### src/rtl/syscall_print_engine_if.sv
// Signal bundle between the print engine, the CPU data path, data memory and the console.
// The slave modport is the engine's view; master is the surrounding system.
interface syscall_print_engine_if #(
    parameter int unsigned ADDR_W = 32
);
    logic              cpu_mem_read;
    logic              cpu_mem_write;
    logic [ADDR_W-1:0] cpu_address;
    logic [31:0]       cpu_write_data;
    logic [31:0]       cpu_read_data;

    logic              mem_read;
    logic              mem_write;
    logic [ADDR_W-1:0] mem_address;
    logic [31:0]       mem_write_data;
    logic [31:0]       mem_read_data;

    logic              print_start;
    logic [ADDR_W-1:0] print_addr;
    logic              print_busy;
    logic              print_done;
    logic              print_overflow;

    logic              char_valid;
    logic [7:0]        char_data;
    logic              char_ready;

    modport slave (
        input  cpu_mem_read, cpu_mem_write, cpu_address, cpu_write_data,
        output cpu_read_data,
        output mem_read, mem_write, mem_address, mem_write_data,
        input  mem_read_data,
        input  print_start, print_addr,
        output print_busy, print_done, print_overflow,
        output char_valid, char_data,
        input  char_ready
    );

    modport master (
        output cpu_mem_read, cpu_mem_write, cpu_address, cpu_write_data,
        input  cpu_read_data,
        input  mem_read, mem_write, mem_address, mem_write_data,
        output mem_read_data,
        output print_start, print_addr,
        input  print_busy, print_done, print_overflow,
        input  char_valid, char_data,
        output char_ready
    );
endinterface

### src/rtl/syscall_print_engine.sv
// Print-string syscall engine: steals idle data-memory cycles from the CPU, fetches words and
// streams their bytes little-endian to the console until NUL or MAX_LEN characters.
module syscall_print_engine #(
    parameter int unsigned MAX_LEN = 256,
    parameter int unsigned ADDR_W  = 32
) (
    input logic                  clk,
    input logic                  reset_n,
    syscall_print_engine_if.slave bus
);
    localparam int unsigned LenW = $clog2(MAX_LEN + 1);

    typedef enum logic [1:0] {StIdle, StFetch, StEmit, StDone} state_e;

    state_e            state_q, state_d;
    logic [ADDR_W-1:0] ptr_q, ptr_d;
    logic [31:0]       word_q, word_d;
    logic [LenW-1:0]   len_q, len_d;
    logic              ovf_q, ovf_d;

    logic       cpu_req;
    logic       grant;
    logic       at_limit;
    logic [7:0] cur_byte;

    assign cpu_req  = bus.cpu_mem_read | bus.cpu_mem_write;
    assign grant    = (state_q == StFetch) && !cpu_req;
    assign at_limit = (len_q == LenW'(MAX_LEN));

    always_comb begin
        cur_byte = 8'h00;
        unique case (ptr_q[1:0])
            2'd0: cur_byte = word_q[7:0];
            2'd1: cur_byte = word_q[15:8];
            2'd2: cur_byte = word_q[23:16];
            2'd3: cur_byte = word_q[31:24];
            default: cur_byte = 8'h00;
        endcase
    end

    // CPU always wins the memory port; the engine only reads, and only while fetching.
    always_comb begin
        bus.cpu_read_data = bus.mem_read_data;
        if (cpu_req) begin
            bus.mem_read       = bus.cpu_mem_read;
            bus.mem_write      = bus.cpu_mem_write;
            bus.mem_address    = bus.cpu_address;
            bus.mem_write_data = bus.cpu_write_data;
        end else if (state_q == StFetch) begin
            bus.mem_read       = 1'b1;
            bus.mem_write      = 1'b0;
            bus.mem_address    = {ptr_q[ADDR_W-1:2], 2'b00};
            bus.mem_write_data = 32'h0;
        end else begin
            bus.mem_read       = 1'b0;
            bus.mem_write      = 1'b0;
            bus.mem_address    = '0;
            bus.mem_write_data = 32'h0;
        end
    end

    always_comb begin
        bus.char_valid     = (state_q == StEmit) && (cur_byte != 8'h00) && !at_limit;
        bus.char_data      = bus.char_valid ? cur_byte : 8'h00;
        bus.print_busy     = (state_q != StIdle);
        bus.print_done     = (state_q == StDone);
        bus.print_overflow = (state_q == StDone) && ovf_q;
    end

    always_comb begin
        state_d = state_q;
        ptr_d   = ptr_q;
        word_d  = word_q;
        len_d   = len_q;
        ovf_d   = ovf_q;
        unique case (state_q)
            StIdle: begin
                if (bus.print_start) begin
                    ptr_d   = bus.print_addr;
                    len_d   = '0;
                    ovf_d   = 1'b0;
                    state_d = StFetch;
                end
            end
            StFetch: begin
                if (grant) begin
                    word_d  = bus.mem_read_data;
                    state_d = StEmit;
                end
            end
            StEmit: begin
                if (cur_byte == 8'h00) begin
                    ovf_d   = 1'b0;
                    state_d = StDone;
                end else if (at_limit) begin
                    ovf_d   = 1'b1;
                    state_d = StDone;
                end else if (bus.char_ready) begin
                    ptr_d = ptr_q + 1'b1;
                    len_d = len_q + 1'b1;
                    // Last byte of the latched word consumed: the next one needs a fetch.
                    if (ptr_q[1:0] == 2'b11) begin
                        state_d = StFetch;
                    end
                end
            end
            StDone:  state_d = StIdle;
            default: state_d = StIdle;
        endcase
    end

    always_ff @(posedge clk or negedge reset_n) begin
        if (!reset_n) begin
            state_q <= StIdle;
            ptr_q   <= '0;
            word_q  <= 32'h0;
            len_q   <= '0;
            ovf_q   <= 1'b0;
        end else begin
            state_q <= state_d;
            ptr_q   <= ptr_d;
            word_q  <= word_d;
            len_q   <= len_d;
            ovf_q   <= ovf_d;
        end
    end
endmodule

### src/flat_wrapper.sv
// flat-port wrapper written by rule: the top's interface ports become plain ports
module syscall_print_engine_flat 
#(
    parameter int unsigned MAX_LEN = 256,
    parameter int unsigned ADDR_W  = 32
)
  (clk, reset_n, bus_cpu_mem_read, bus_cpu_mem_write, bus_cpu_address, bus_cpu_write_data, bus_cpu_read_data, bus_mem_read, bus_mem_write, bus_mem_address, bus_mem_write_data, bus_mem_read_data, bus_print_start, bus_print_addr, bus_print_busy, bus_print_done, bus_print_overflow, bus_char_valid, bus_char_data, bus_char_ready);
  syscall_print_engine_if #(.ADDR_W(ADDR_W)) bus_i ();
  input logic clk;
  input logic reset_n;
  input wire logic [$bits(bus_i.cpu_mem_read)-1:0] bus_cpu_mem_read;
  input wire logic [$bits(bus_i.cpu_mem_write)-1:0] bus_cpu_mem_write;
  input wire logic [$bits(bus_i.cpu_address)-1:0] bus_cpu_address;
  input wire logic [$bits(bus_i.cpu_write_data)-1:0] bus_cpu_write_data;
  output wire logic [$bits(bus_i.cpu_read_data)-1:0] bus_cpu_read_data;
  output wire logic [$bits(bus_i.mem_read)-1:0] bus_mem_read;
  output wire logic [$bits(bus_i.mem_write)-1:0] bus_mem_write;
  output wire logic [$bits(bus_i.mem_address)-1:0] bus_mem_address;
  output wire logic [$bits(bus_i.mem_write_data)-1:0] bus_mem_write_data;
  input wire logic [$bits(bus_i.mem_read_data)-1:0] bus_mem_read_data;
  input wire logic [$bits(bus_i.print_start)-1:0] bus_print_start;
  input wire logic [$bits(bus_i.print_addr)-1:0] bus_print_addr;
  output wire logic [$bits(bus_i.print_busy)-1:0] bus_print_busy;
  output wire logic [$bits(bus_i.print_done)-1:0] bus_print_done;
  output wire logic [$bits(bus_i.print_overflow)-1:0] bus_print_overflow;
  output wire logic [$bits(bus_i.char_valid)-1:0] bus_char_valid;
  output wire logic [$bits(bus_i.char_data)-1:0] bus_char_data;
  input wire logic [$bits(bus_i.char_ready)-1:0] bus_char_ready;
  assign bus_i.cpu_mem_read = bus_cpu_mem_read;
  assign bus_i.cpu_mem_write = bus_cpu_mem_write;
  assign bus_i.cpu_address = bus_cpu_address;
  assign bus_i.cpu_write_data = bus_cpu_write_data;
  assign bus_cpu_read_data = bus_i.cpu_read_data;
  assign bus_mem_read = bus_i.mem_read;
  assign bus_mem_write = bus_i.mem_write;
  assign bus_mem_address = bus_i.mem_address;
  assign bus_mem_write_data = bus_i.mem_write_data;
  assign bus_i.mem_read_data = bus_mem_read_data;
  assign bus_i.print_start = bus_print_start;
  assign bus_i.print_addr = bus_print_addr;
  assign bus_print_busy = bus_i.print_busy;
  assign bus_print_done = bus_i.print_done;
  assign bus_print_overflow = bus_i.print_overflow;
  assign bus_char_valid = bus_i.char_valid;
  assign bus_char_data = bus_i.char_data;
  assign bus_i.char_ready = bus_char_ready;
  syscall_print_engine #(.MAX_LEN(MAX_LEN), .ADDR_W(ADDR_W)) u_core (.clk(clk), .reset_n(reset_n), .bus(bus_i));
endmodule
### config.mk
export PLATFORM = sky130hd
export DESIGN_NAME = syscall_print_engine_flat
export DESIGN_NICKNAME = d
export VERILOG_FILES = /design/src/rtl/syscall_print_engine_if.sv /design/src/rtl/syscall_print_engine.sv /design/src/flat_wrapper.sv
export SDC_FILE = /design/constraint.sdc
export NUM_CORES = 1
export LEC_CHECK = 0
export CORE_MARGIN = 2
export CORE_UTILIZATION = 38
export CTS_BUF_LIST = sky130_fd_sc_hd__clkbuf_16
export DETAILED_ROUTE_END_ITERATION = 10
export PLACE_DENSITY = 0.9
export SYNTH_ARGS = -nofsm -noshare
export SYNTH_HDL_FRONTEND = slang
export SYNTH_SLANG_ARGS = --single-unit
export TNS_END_PERCENT = 1
### constraint.sdc
create_clock -name clk -period 2.4 [get_ports clk]
set_input_delay 0.48 -clock clk [delete_from_list [all_inputs] [get_ports clk]]
set_output_delay 0.48 -clock clk [all_outputs]
set_load 0.02 [all_outputs]
==> metrics.md <==
| Metric | Value |
|---|---|
| Pins Over Slew Limit | 0 |
| Post-Synthesis Cells | 554 |
| Area delta synth->final | 68.3% |
| Inserted Clock Buffers | 9 |
| I/O Pins | 244 |
| Dominant cell by count in the synthesized netlist | dfrtp_1 |
| Worst EP arrival | 2.53 ns |
| P_leak | 0.00362 uW |
| Final Hold Fails | 0 |
| Vias in the first global route | 5816 |
| Kind of critical path | register to output port |
| Worst hold margin | 0.509 ns |
| Final Cycle Share | 1.26 |
| Req. time, crit path | 1.92 ns |
| # H-tree levels | 3 |
| Power Density | 1030 nW/um2 |
| Failing checks | setup timing |
| Synth top cells by count | dfrtp_1 (76), and2_1 (45), nand2_1 (45) |
| Via/cell ratio | 5.71 |
| Fmax | 332 MHz |
| Mapped Area | 5130 um2 |
| CP startpoint kind | register |
| Peak supply drop | 0.617 mV |
| RePlAce Congestion | 0.928 |
| Die X | 120 um |
| Clock Pin Slew Worst Setup and Hold Paths | 0.06 ns |
| Crit end category | output port |
| Status | finished with violations |
| Number of vias in the routed layout | 5775 |
| Top post-synthesis cells by area | dfrtp_1 (37%), mux2_2 (7.0%), a22o_1 (6.0%), and2_1 (5.5%), buf_4 (4.8%) |
| CTS root buf | clkbuf_16 |
| Tmin final | 3.01 ns |
| Finished Core Util | 0.655 |
| Worst Path Max Fanout | 7 |
| Maximum root-to-sink buffer count | 2 |
| Worst Max-Slew Pin Slew | 0.464 ns |
| Total gr overflow | 0 |
| Full die area | 14400 um2 |
| HP Class | register to register |
| Yosys warns | 0 |
| DRT Wirelength | 20.3 mm |
| Reg2reg start | u_core.ptr_q[1] |
| Gr usage total | 0.277 |
| Post-synth EDFFs | 0 |
| First-pass GRT wire length | 31.3 mm |
| TritonRoute pass-1 iters | 6 |
| Antenna viol nets, final | 0 |
| Fin Setup TNS | -18.42 ns |
| Skew final | 0.00861 ns |
| Hpwl dp | 14.0 mm |
| Final worst-path setup slack | -0.613 ns |
| Place WS | -0.718 ns |
| Inserted Diodes | 0 |
| Core Region | 13200 um2 |
| Max-Cap Viols | 0 |
| Primary FF master, synth | dfrtp_1 |
| Layout Nets | 971 |
| Clk sinks | 76 |
| Syn Area/Cell | 9.26 um2 |
| Die Y | 120 um |
| Final setup fails | 63 |
| Worst-Skew Late Latency | 0.34 ns |
| Distinct cells, synth | 75 |
| Sequential share of the synthesized area | 0.371 |
| RSZ-0062 raised after global routing | yes |
| CTS tree | done |
| Syn nets | 694 |
| Top-area cell type share of the netlist area | 0.371 |
| Post-route DRC | 0 |
| Wirelength per Cell | 20.1 um |
| Pin count of the biggest net entering global routing | 66 |
| Port buffer count | 243 |
| Worst setup path start | u_core.ptr_q[1] |
| Starting density of the core | 0.389 |
| Initial drt markers | 679 |
| Initial antenna violation count | 0 |
| Cell row count | 42 |
| Hold Crit Start | u_core.word_q[4] |
| Synth area leader | dfrtp_1 |
| Total power | 8920 uW |
| #FFs+latches synth | 76 |
| Max-slew headroom | 0.686 |
| Layout cells sized above 1 | 0.285 |
| Post-synth ARST share | 1.00 |
## stage by stage
step           cell area, um2  cells
2_1_floorplan            5210    554
3_3_place_gp             8060    980
3_5_place_dp             8060    980
4_1_cts                  8540   1009
5_1_grt                  8640   1012
6_report                 8640   1012
## layout make-up
class / count / area (um2)
clock buffer: 9 / 225
clock inverter: 7 / 116
fill: 996 / 4550
inverter: 11 / 41.3
multi-input combinational: 395 / 2990
sequential: 76 / 1900
tap: 176 / 220
timing repair buffer: 338 / 3150
## worst paths after layout
check	to	slack, ns	depth (start not counted)
max	bus_char_data[5]	-0.61	10
max reg2reg	u_core.ptr_q[12]	-0.49	12
min	u_core.word_q[4]	0.51	1
min reg2reg	u_core.word_q[4]	0.51	1
max in group asynchronous	u_core.ptr_q[0]	1.23	3
min in group asynchronous	u_core.word_q[20]	0.55	2
## critical path, stage by stage (launching register included)
cell and delay, ns:
dfrtp_1 0.43, inv_2 0.11, ha_4 0.20, buf_4 0.14, nor2b_1 0.16, a21oi_2 0.17
and4bb_4 0.25, a211oi_4 0.31, buf_6 0.16, nor2b_4 0.13, buf_6 0.12
## where the power goes
group	internal (uW)	leakage [uW]	switching (uW)	total (uW)
clock network	1010	0.000171	548	1560
registers	1850	0.000921	631	2480
logic	2420	0.00253	2460	4880
## cell usage in the layout, fill, tap and decap left out, types with 4 or more instances in the layout
cell	instances
nor2b_1	7
a22o_1	35
buf_4	86
a211oi_1	6
or2_2	5
clkdlybuf4s50_1	179
and3_1	9
ha_4	4
a32o_1	4
o211ai_1	9
a22oi_2	6
nand4_1	10
nor2_1	25
inv_1	10
nand2_1	45
a21oi_2	8
clkbuf_16	9
nand3_1	20
nor3_1	10
clkdlybuf4s15_2	12
buf_12	4
and2_1	39
mux2_2	30
buf_6	14
a22oi_1	4
dlygate4sd2_1	22
dfrtp_1	75
a21oi_1	19
buf_2	18
o21ai_0	15
o22ai_1	4
## cells by family (layout without fill, tap and decap cells)
group,Yosys count,after routing,share of synthesized area
compound gates,148,149,0.225
xor+xnor,1,1,0.00171
fa+ha+maj,6,6,0.0146
buf+inv,84,365,0.0924
flops,76,76,0.371
mux,33,33,0.0722
simple gates,206,206,0.224
## state kept, by name, summed over array words and instances, names as in the netlist
register	count
u_core.len_q	9
u_core.ptr_q	32
u_core.state_q	2
u_core.ovf_q	1
u_core.word_q	32
## timing repair
action                                 in CTS  in global routing
resized for setup                         216                 14
buffers inserted                           10                  4
endpoints found under the hold margin      13                  0
setup endpoints to repair                 115                 80
hold buffers                                1                  0
gates cloned                                2                  0
pin swaps                                  13                  6
## routing by layer
metal	vias to the layer above	wire length [um]	GRT usage
met5	-	0	0
met4	0	783	0.102
met3	77	1840	0.0660
met2	380	10100	0.486
met1	2747	7570	0.329
li1	2571	-	-
No activity file was read; power rests on OpenSTA's default activity.
